**src/rtl/keypad_event_queue.sv**
```systemverilog
// Debounces an asynchronous 4-bit key code and queues each newly accepted code in a first-word-fall-through FIFO.
// Push lands STABLE_CYCLES+2 edges after the first sample; a push into a full queue without a pop is dropped and raises overflow.
module keypad_event_queue #(
  parameter int STABLE_CYCLES = 100000,
  parameter int DEPTH         = 4
) (
  input  logic                     clk,
  input  logic                     reset_n,
  input  logic [3:0]               key_raw,
  input  logic                     ev_ready,
  input  logic                     clear_ovf,
  output logic                     ev_valid,
  output logic [3:0]               ev_key,
  output logic [3:0]               key_stable,
  output logic [$clog2(DEPTH):0]   ev_count,
  output logic                     overflow
);

  localparam int CW   = $clog2(STABLE_CYCLES);
  localparam int PW   = $clog2(DEPTH);
  localparam int CNTW = PW + 1;
  localparam logic [CW-1:0]   CNT_MAX = CW'(STABLE_CYCLES - 1);
  localparam logic [CW-1:0]   CNT_ONE = CW'(1);
  localparam logic [PW-1:0]   PTR_ONE = PW'(1);
  localparam logic [CNTW-1:0] CNT_INC = CNTW'(1);
  localparam logic [CNTW-1:0] FULL_LVL = CNTW'(DEPTH);

  logic [3:0]    sync1;
  logic [3:0]    key_sync;
  logic [3:0]    cand;
  logic [CW-1:0] cnt;
  logic          push;
  logic          pop;
  logic          full;
  logic          wr_en;
  logic [PW-1:0] wr_ptr;
  logic [PW-1:0] rd_ptr;
  logic [3:0]    mem [DEPTH];

  always_ff @(posedge clk or negedge reset_n) begin
    if (!reset_n) begin
      sync1    <= '0;
      key_sync <= '0;
    end else begin
      sync1    <= key_raw;
      key_sync <= sync1;
    end
  end

  // A code is accepted once it has been seen unchanged for STABLE_CYCLES cycles.
  assign push = (key_sync == cand) && (cnt == CNT_MAX) && (cand != key_stable);

  always_ff @(posedge clk or negedge reset_n) begin
    if (!reset_n) begin
      cand       <= '0;
      cnt        <= '0;
      key_stable <= '0;
    end else begin
      if (key_sync != cand) begin
        cand <= key_sync;
        cnt  <= '0;
      end else if (cnt != CNT_MAX) begin
        cnt <= cnt + CNT_ONE;
      end
      if (push) key_stable <= cand;
    end
  end

  assign ev_valid = (ev_count != '0);
  assign full     = (ev_count == FULL_LVL);
  assign pop      = ev_valid && ev_ready;
  // When full, a concurrent pop frees the slot the write pointer already aims at.
  assign wr_en    = push && (!full || pop);
  assign ev_key   = ev_valid ? mem[rd_ptr] : 4'h0;

  always_ff @(posedge clk) begin
    if (wr_en) mem[wr_ptr] <= cand;
  end

  always_ff @(posedge clk or negedge reset_n) begin
    if (!reset_n) begin
      wr_ptr   <= '0;
      rd_ptr   <= '0;
      ev_count <= '0;
      overflow <= 1'b0;
    end else begin
      if (wr_en) wr_ptr <= wr_ptr + PTR_ONE;
      if (pop)   rd_ptr <= rd_ptr + PTR_ONE;
      if (wr_en && !pop)      ev_count <= ev_count + CNT_INC;
      else if (!wr_en && pop) ev_count <= ev_count - CNT_INC;
      if (push && full && !pop) overflow <= 1'b1;
      else if (clear_ovf)       overflow <= 1'b0;
    end
  end

endmodule

```
**config.mk**
```make
export PLATFORM = sky130hd
export DESIGN_NAME = keypad_event_queue
export DESIGN_NICKNAME = d
export VERILOG_FILES = /design/src/rtl/keypad_event_queue.sv
export SDC_FILE = /design/constraint.sdc
export NUM_CORES = 1
export LEC_CHECK = 0
export ABC_AREA = 1
export CAP_MARGIN = 10
export CORE_MARGIN = 8
export CORE_UTILIZATION = 55
export CTS_CLUSTER_SIZE = 25
export DETAILED_ROUTE_END_ITERATION = 7
export MAX_ROUTING_LAYER = met4
export PLACE_DENSITY = 0.76
export SLEW_MARGIN = 0
export SYNTH_ARGS = -nofsm -noshare
export SYNTH_HDL_FRONTEND = slang
export SYNTH_SLANG_ARGS = --single-unit
```
**constraint.sdc**
```tcl
create_clock -name clk -period 5.05 [get_ports clk]
set_clock_uncertainty 0.05 [all_clocks]
set_input_delay 1.01 -clock clk [delete_from_list [all_inputs] [get_ports clk]]
set_output_delay 1.01 -clock clk [all_outputs]
set_load 0.01 [all_outputs]
```
## Yosys cells after proc, flatten, opt, wreduce, memory -nomap -nowiden

Memories as Yosys holds them, arrays and structs flattened.
Cells that the tools add are included.

- Add/sub/neg operators: 5
- Equal/unequal tests: 6
- Mux-type cells: 9
- Reductions and logical operators: 16

Operator list:

| cell | number |
|---|---|
| $mux W17 | 2 |
| $add A17 B1 Y17 const B | 1 |
| $eq A17 B17 Y1 const B | 1 |
| $ne A17 B17 Y1 const B | 1 |
| $logic_and A1 B1 Y1 | 8 |
| $ne A4 B4 Y1 | 2 |
| $mux W3 | 2 |
| $reduce_bool A2 Y1 | 3 |
| $add A2 B1 Y2 const B | 2 |
| $eq A4 B4 Y1 | 1 |
| $mux W1 | 4 |
| $mux W4 | 1 |
| $add A3 B1 Y3 const B | 1 |
| $eq A3 B3 Y1 const B | 1 |
| $logic_not A1 Y1 | 3 |
| $reduce_bool A3 Y1 | 1 |
| $sub A3 B1 Y3 const B | 1 |
| $logic_or A1 B1 Y1 | 1 |

- Register bits after elaboration: 41
- RAM bits: 16
- Input port bits: 8
- Memories: 1

Memory list:

| name | words | width | read ports | clocked after memory_dff | write ports | RTL line | source |
|---|---|---|---|---|---|---|---|
| mem | 4 | 4 | 1 | 0 | 1 | 38 | `logic [3:0] mem [DEPTH];` |

## Depth between registers and ports, before layout

- Word-level depth: 8
- Depth in mapped cells: 14
- Depth with buffers taken out: 14

## Worst setup path after synthesis

No wires, ideal clock.

- Kind: in2reg
- Start: input port ev_ready
- End: register ev_count[2]
- Arrival time: 2,420 ps
- Required time: 4,869 ps
- Setup slack: 2,449 ps
- Cell stages on the path: 10
- Cell sequence: nand2_1 -> nand3_1 -> nand4_2 -> inv_1 -> ha_1 -> inv_1 -> fa_1 -> a21oi_1 -> o21ai_0 -> xor2_1

- Longest elaborated chain between the ends: 6
- Elaborated cells between the ends (all ways): 9
- Classes of those cells: 1 x mux; 8 x reduce/logical

RTL lines:

| what | RTL line | source |
|---|---|---|
| start: declaration | 10 | `input logic ev_ready,` |
| $logic_and A1 B1 Y1 (*) | 71 | `assign pop = ev_valid && ev_ready;` |
| $logic_or A1 B1 Y1 (*) | 73 | `assign wr_en = push && (!full \|\| pop);` |
| $logic_and A1 B1 Y1 (*) | 73 |  |
| net wr_en | 35 | `logic wr_en;` |
| $logic_not A1 Y1 | 90 | `else if (!wr_en && pop) ev_count <= ev_count - CNT_INC;` |
| $logic_and A1 B1 Y1 | 90 |  |
| $reduce_bool A2 Y1 (no line) | -- |  |
| end signal: assignment | 89 | `if (wr_en && !pop) ev_count <= ev_count + CNT_INC;` |
| end signal: assignment | 90 |  |
| end: declaration | 15 | `output logic [$clog2(DEPTH):0] ev_count,` |

The timed path passes the listed nets; every way through them passes the cells marked *.
A chain may end at the register's enable or synchronous reset.

## Final worst setup path

Same ends and word-level chain as after synthesis.

==> reports/metrics.yaml <==
grt_max_degree: 42
cts_tree: "yes"
timing.hold.ws_ns: 0.300
dieArea_sq_mm: 0.00723
ctsHoldBuffers: 0
cp.required_ns: 5.21
leakage_nw: 1.25
cp_max_fo: 7
startpoint: "ev_ready"
cts_resized: 0
synth_cell_types: 28
synth_seq_cells: 57
start_util_pct: 56.2
met2_usage_pct: 24.7
grt_pass1_wl_um: 8430
synth_warnings: 0
cts.sinks: 57
syn_inst: 273
mostFrequentLayoutCells: "nor2_1, dfrtp_1, nand2_1"
yosysTopAreaCellShare_pct: 39.1
slowest_stage: "clkdlybuf4s50_1"
critical_path_class: "input pin to flop"
viasPerCell: 5.21
portBuffers: 20
place_inst: 342
pre_cts_ws_ns: 1.76
fin_crit_sh_pct: 59.3
crit_path_cell_trace: "clkdlybuf4s50_1 > nand2_1 > nand3_1 > nand4_2 > inv_1 > ha_1 > inv_1 > fa_1 > a21oi_1 > o21ai_0 > xor2_1"
synth_area_leaders: "dfrtp_1, edfxtp_1, nor2_1"
drc_errors: 0
max_slew_margin_pct: 41.3
first_global_vias: 1882
hold_violations: 0
cts_setup_buffers: 0
final_common_cell: "nor2_1"
n_antenna_cell: 0
p_per_area_mw_per_mm2: 391
endpoint_kind: "flop"
grt_busiest_layer: "met2"
first_iter_violations: 66
hold_start: "sync1[3]$_DFF_PN0_"
syn_nets: 288
hold_path_class: "flop to flop"
ir_worst_vdd_mv: 0.209
r2r_slack_ns: 2.31
grt_use_total_pct: 15.5
dr_total_vias: 1864
clock_latency_ns: 0.33
synth_area_sq_mm: 0.00262
max_stage_delay_ns: 0.47
area_delta_synth_final_pct: 16.7
path_clk_slew_ns: 0.06
synth.avg_cell_area_sq_um: 9.60
grt_use_met1_pct: 17.0
tightestPinTransition_ns: 0.881
whs_path_depth: 0
pin_count: 21
wl_per_cell_um: 13.7
timing.setup.tns_ns: 0
die_w_um: 85.0
fin_nets: 314
fin_crit_ns: 2.99
reg2regPathDepth: 11
whs_endpoint: "key_sync[3]$_DFF_PN0_"
num_rows: 25
finalWeightedCongestion: 0.876
core-area_sq_mm: 0.00466
maxCapViolations: 0
overflow: 0
r2r_start: "cand[1]$_DFFE_PN0N_"
slew_viol_final: 0
rsz0062_at_grt: "no"
status: "finished clean"
antenna_found_initial: 0
antenna_left: 0
cts_buffer_depth: 2
drt_wl_total_um: 4890
layoutNonFillerInstCount: 358
cts_root_buf: "clkbuf_8"
synth-seq-area-share_pct: 57.5
cts_max_level: 3
timing.rr.end: "ev_count[2]$_DFFE_PN0P_"
totalPowerFinal_w: 0.00120
cp.arrival_ns: 3.15
firstDrtPassIters: 4
critPathLaunchType: "input pin"
fin_ws_ns: 2.06
crit_path_frequent_cell: "inv_1"
cts_buffers: 9
fmax_mhz: 334
die_y_um: 85.0
layout-drive-gt1-share_pct: 10.9
yosysTopAreaCell: "dfrtp_1"
dp_hpwl_um: 3480
gr-usage-met3_pct: 5.02
setup_viol: 0
-- flip-flops by register name, summed over array words and instances (netlist names) --
signal	count
cand	4
cnt	17
ev_count	3
key_stable	4
key_sync	4
mem	16
overflow	1
rd_ptr	2
sync1	4
wr_ptr	2
-- kinds of logic after synthesis --
| group | Yosys count | synth area share, % |
|---|---|---|
| xor gates and xnor gates | 14 | 4.68 |
| buffers and inverters | 38 | 5.44 |
| and+or+nand+nor | 117 | 20.1 |
| DFF | 57 | 57.5 |
| AOI/OAI and AO/OA | 39 | 8.21 |
| adders and majority gates | 7 | 3.63 |
| muxes | 1 | 0.430 |
-- metrics by stage --
stage          util [%]  cell area, sq um
2_1_floorplan         -              2620
4_1_cts            65.6              3060
3_5_place_dp       61.5              2870
3_3_place_gp       61.5              2870
6_report           65.6              3060
5_1_grt            65.6              3060
-- per-layer routing --
metal / vias to the layer above / share of wire (%)
met5: - / 0
met4: 0 / 1.5
met3: 8 / 4.8
met2: 36 / 49
met1: 883 / 45
li1: 937 / -
-- final cells by class --
cell class / count / area (sq um)
multi-input cells: 178 / 972
fillers: 374 / 1600
well taps: 54 / 67.6
repair buffers: 20 / 195
clock inverters: 2 / 10.0
inverters: 33 / 124
clock buffers: 14 / 183
flip-flops and latches: 57 / 1510
-- cells in the mapped netlist, drive strengths merged --
| cell type | number |
|---|---|
| xor2 | 10 |
| nor3 | 7 |
| nand4 | 7 |
| edfxtp | 16 |
| nand3 | 9 |
| mux2 | 1 |
| o21ai | 22 |
| a2bb2oi | 1 |
| ha | 6 |
| clkbuf | 5 |
| fa | 1 |
| a21oi | 13 |
| dfrtp | 41 |
| xnor2 | 4 |
| a211oi | 1 |
| a31oi | 2 |
| inv | 33 |
| nor2 | 52 |
| nand2 | 42 |
-- how the worst max path moves through the flow --
stage / endpoint / slack (ns) / cells after the start
finish: ev_count[2]$_DFFE_PN0P_ / 2.06 / 11
global route: ev_key[3] / 1.94 / 4
CTS: ev_key[3] / 2.07 / 4
detailed placement: ev_count[2]$_DFFE_PN0P_ / 1.76 / 11
global placement: ev_count[2]$_DFFE_PN0P_ / 1.85 / 11
floorplan: ev_count[2]$_DFFE_PN0P_ / 2.45 / 10
-- worst max-delay path: cells and delay by family --
kind	cells	cell delay [ns]
xor+xnor	1	0.15
compound gates	2	0.29
fa+ha+maj	2	0.54
simple gates	3	0.51
buf+inv	3	0.65
-- report_power, final --
| part | total (W) | switching [W] | internal [W] | leakage (nW) |
|---|---|---|---|---|
| Combinational | 0.000258 | 0.000127 | 0.000131 | 0.472 |
| Sequential | 0.000544 | 0.0000422 | 0.000502 | 0.677 |
| Clock | 0.000395 | 0.000165 | 0.000230 | 0.102 |
Power figures use the tool's default switching activity.
==> variant 1: new RTL, same settings <==
Take the reset off `key_sync` and load it in a clocked block of its own.
--- a/src/rtl/keypad_event_queue.sv
+++ b/src/rtl/keypad_event_queue.sv
@@ -40,11 +40,13 @@
   always_ff @(posedge clk or negedge reset_n) begin
     if (!reset_n) begin
       sync1    <= '0;
-      key_sync <= '0;
     end else begin
       sync1    <= key_raw;
-      key_sync <= sync1;
     end
+  end
+
+  always_ff @(posedge clk) begin
+    key_sync <= sync1;
   end
 
   // A code is accepted once it has been seen unchanged for STABLE_CYCLES cycles.
Behaviour: same outputs for any inputs over 10 cycles, from zero or initial values and one cycle with reset_n low; that may be too few to reach the edited logic, so the function may still have changed.
==> variant 1 against the original RTL <==
- total power is essentially flat
- via count shrank 0.80%
- largest power group unchanged
- routed wire length shrank 7.3%
- final cell count is the same
- worst setup slack gained 71 ps
- area after synthesis shrank 0.76%
- sequential cell count is the same
- clock power grew 3%
- largest cell class unchanged
- design area shrank 0.57%
==> variant 1: results (changes against the original RTL) <==
clk tree area frac: 0.0642 (+0.00119)
DP HPWL: 3390 um (-2.6%)
share of post-route cells with drive strength above 1: 0.105 (-0.00329)
GRT met2 Usage: 0.241 (-0.00664)
pin count of the biggest net entering global routing: 38 (-9.5%)
met3 wire len: 187 um (-20%)
pre-CTS setup slack: 1790 ps (+31.5 ps)
met1 WL: 2010 um (-8.6%)
P_sw: 0.000330 W (-1.3%)
DR WL met2: 2260 um (-5.2%)
async set or reset register ratio after synthesis: 0.649 (-0.0702)
Synth Area in XOR/XNOR: 0.0471 (+0.000360)
Seq/Total Area, Yosys: 0.571 (-0.00327)
clock buffers: 10 (-4)
utilization after layout: 0.657 (about the same)
Critical Path AT: 3080 ps (-70 ps)
status: finished, final reports clean
met3 GRT Util: 0.0390 (-0.0112)
Power Combinational: 0.000248 W (-4%)
Final GP Congestion: 0.902 (+3.0%)
mux cell area share after synthesis: 0.00433 (+0.0000331)
global-route usage over all layers: 0.142 (-0.0127)
Vias/cell: 5.16 (-0.80%)
first-pass GRT wire length: 7890 um (-6.5%)
Leak Pwr: 1.23 nW (-1.8%)
Reg area: 0.00149 mm2 (-1.3%)
clock network power: 0.000408 W (+3%)
post-synth cell types: 29 (+3.6%)
vias: 1849 (-0.80%)
syn_area_per_cell: 9.53 um2 (-0.76%)
max incr delay on CP: 480 ps
Signal buf overhead: 0.0642 (+0.000368)
# H-tree levels: 3 (unchanged)
Layout fillers: 387 (+3.5%)
Adder-Cell Fraction of Synth Area: 0.0366 (+0.000279)
WL/cell: 12.7 um (-7.3%)
Max VDD drop: 219 uV (+4.9%)
1st-iter DRT viols: 60 (-9.1%)
DP Area: 0.00285 mm2 (-0.70%)
M1 GR Usage: 0.149 (-0.0212)
cell-internal power: 0.000866 W (+0.45%)
multi-input combinational area share: 0.320 (+0.00183)
-- variant 1: cell count changes after synthesis --
cell / delta
dfxtp_1: +4
dfrtp_1: -4
-- variant 1: logic make-up (layout without fill, tap and decap cells) --
family,count (synthesis),count (layout)
buffers and inverters,38,69
muxes,1,1
adders and majority gates,7,7
and+or+nand+nor,117,117
AOI/OAI and AO/OA,39,39
DFF,57,57
xor gates and xnor gates,14,14
-- variant 1: path summary, 6_finish.rpt --
| kind | from | endpoint | slack [ps] | depth (start not counted) |
|---|---|---|---|---|
| max | ev_ready | ev_count[2] | 2130 | 11 |
| min | sync1[2] | key_sync[2] | 290 | 0 |
| max reg2reg | cand[0] | ev_count[2] | 2410 | 11 |
| min reg2reg | sync1[2] | key_sync[2] | 290 | 0 |
| max in group asynchronous | reset_n | cand[2] | 3730 | 1 |
| min in group asynchronous | reset_n | rd_ptr[1] | 710 | 1 |
==> variant 2: new RTL, same flow settings <==
Made on the original files. Change the parameter `STABLE_CYCLES` from 100000 to 400000.
--- a/src/rtl/keypad_event_queue.sv
+++ b/src/rtl/keypad_event_queue.sv
@@ -1,7 +1,7 @@
 // Debounces an asynchronous 4-bit key code and queues each newly accepted code in a first-word-fall-through FIFO.
 // Push lands STABLE_CYCLES+2 edges after the first sample; a push into a full queue without a pop is dropped and raises overflow.
 module keypad_event_queue #(
-  parameter int STABLE_CYCLES = 100000,
+  parameter int STABLE_CYCLES = 400000,
   parameter int DEPTH         = 4
 ) (
   input  logic                     clk,
Behaviour: no difference found for any inputs over 10 cycles, from zero or initial values and one cycle with reset_n low; that may be too few to reach the edited logic, so the function may still have changed.
==> variant 2 against the original RTL <==
- clock power increased by 3%
- area after synthesis up 10%
- worst setup slack better by 30 ps
- count of clock-buffer cells in the layout decreased by 3
- largest power group unchanged
- highest routed layer unchanged
- die area up 8.2%
- largest cell class unchanged
- design area is 9.1% higher
- routed wire length rose by 8.2%
- total power rose by 1.6%
- sequential cell count up 2
==> variant 2: results (changes against the original RTL) <==
multi-input gates: 210 (+18%)
worst r2r src: cand[0]
placed cell count: 407 (+19%)
GRT met2 Usage: 0.238 (-0.00887)
M1 GR Usage: 0.187 (+0.0167)
Max VDD drop: 214 uV (+2.2%)
share of post-route cells with drive strength above 1: 0.130 (+0.0218)
Critical path origin: rd_ptr[0]
post-synth cell types: 29 (+3.6%)
#FFs+latches synth: 59 (+3.5%)
final net count: 363 (+16%)
async set or reset register ratio after synthesis: 0.729 (+0.00952)
global-route usage over all layers: 0.154 (-0.000881)
num tapcells: 70 (+30%)
Critical Path AT: 1900 ps (-1250 ps)
Inverters, non-clock: 48 (+45%)
largest registers: cnt x19, mem x16
top_reg_cell synth: dfrtp_1
worst rel slew slack: 0.373 (-0.0398)
pin count of the biggest net entering global routing: 44 (+4.8%)
switching fraction of total power: 0.288 (+0.00835)
compound-gate portion of the synthesized area: 0.0732 (-0.00888)
max incr delay on CP: 560 ps (+90 ps)
met3 GRT Util: 0.0306 (-0.0196)
Leak Pwr: 1.43 nW (+15%)
multi-input logic area: 0.00112 mm2 (+15%)
Max clock buf depth: 2 (unchanged)
area grow syn2layout: 15.6%
vias in the first global route: 1971 (+4.7%)
synth top area cells: dfrtp_1, edfxtp_1, nand2_1
mux cell area share after synthesis: 0.00390 (-0.000396)
worst-path fanout max: 10 (+3)
DP HPWL: 3810 um (+9.3%)
n_diodes: 0 (unchanged)
most frequent cells after synthesis: nand2_1, nor2_1, inv_1
Reg area: 0.00156 mm2 (+3.3%)
Seq/Total Area, Yosys: 0.539 (-0.0357)
Synth Instances: 323 (+18%)
clk tree area frac: 0.0592 (-0.00377)
R2R cell count: 13 (+2)
combinational power share: 0.207 (-0.009)
pre-CTS setup slack: 1730 ps (-27.5 ps)
Synth Area in XOR/XNOR: 0.0273 (-0.0195)
Slowest-stage cell, CP: clkdlybuf4s50_1
Clock Tree Root: clkbuf_8
Adder-Cell Fraction of Synth Area: 0.0329 (-0.00335)
Vias/cell: 4.96 (-4.7%)
DP Area: 0.00314 mm2 (+9.6%)
Syn Nets: 338 (+17%)
status: finished, final reports clean
WL/cell: 12.5 um (-8.4%)
first-pass GRT wire length: 8970 um (+6.4%)
Cell Count, Final, Fillers Out: 423 (+18%)
clock buffers: 11 (-3)
Layout fillers: 425 (+14%)
1st-iter DRT viols: 161 (+140%)
Signal buf overhead: 0.0585 (-0.00534)
Seq group: 0.000559 W (+3%)
Final GP Congestion: 0.845 (-3.6%)
[variant 2: cell count changes in the layout (fill, tap and decap cells not counted), moves of 3 or more]
| cell | unedited run | this run |
|---|---|---|
| a21oi_1 | 13 | 16 |
| clkbuf_8 | 13 | 10 |
| inv_1 | 31 | 44 |
| nand2_1 | 40 | 60 |
| nand2_2 | 1 | 7 |
| nor2_4 | 2 | 5 |
| xor2_1 | 10 | 7 |
[variant 2: worst paths after layout]
path | to | slack (ps)
hold reg to reg | key_sync[3] | 300
setup reg to reg | ev_count[2] | 2360
min in group asynchronous | sync1[0] | 770
max in group asynchronous | cnt[13] | 3590
setup / recovery | ev_key[1] | 2090
hold / removal | key_sync[3] | 300
[variant 2: routing by layer]
metal / wire [um] / vias to the layer above
li1: - / 1089
met1: 2510 / 965
met2: 2500 / 36
met3: 167 / 9
met4: 108 / 0
met5: 0 / -
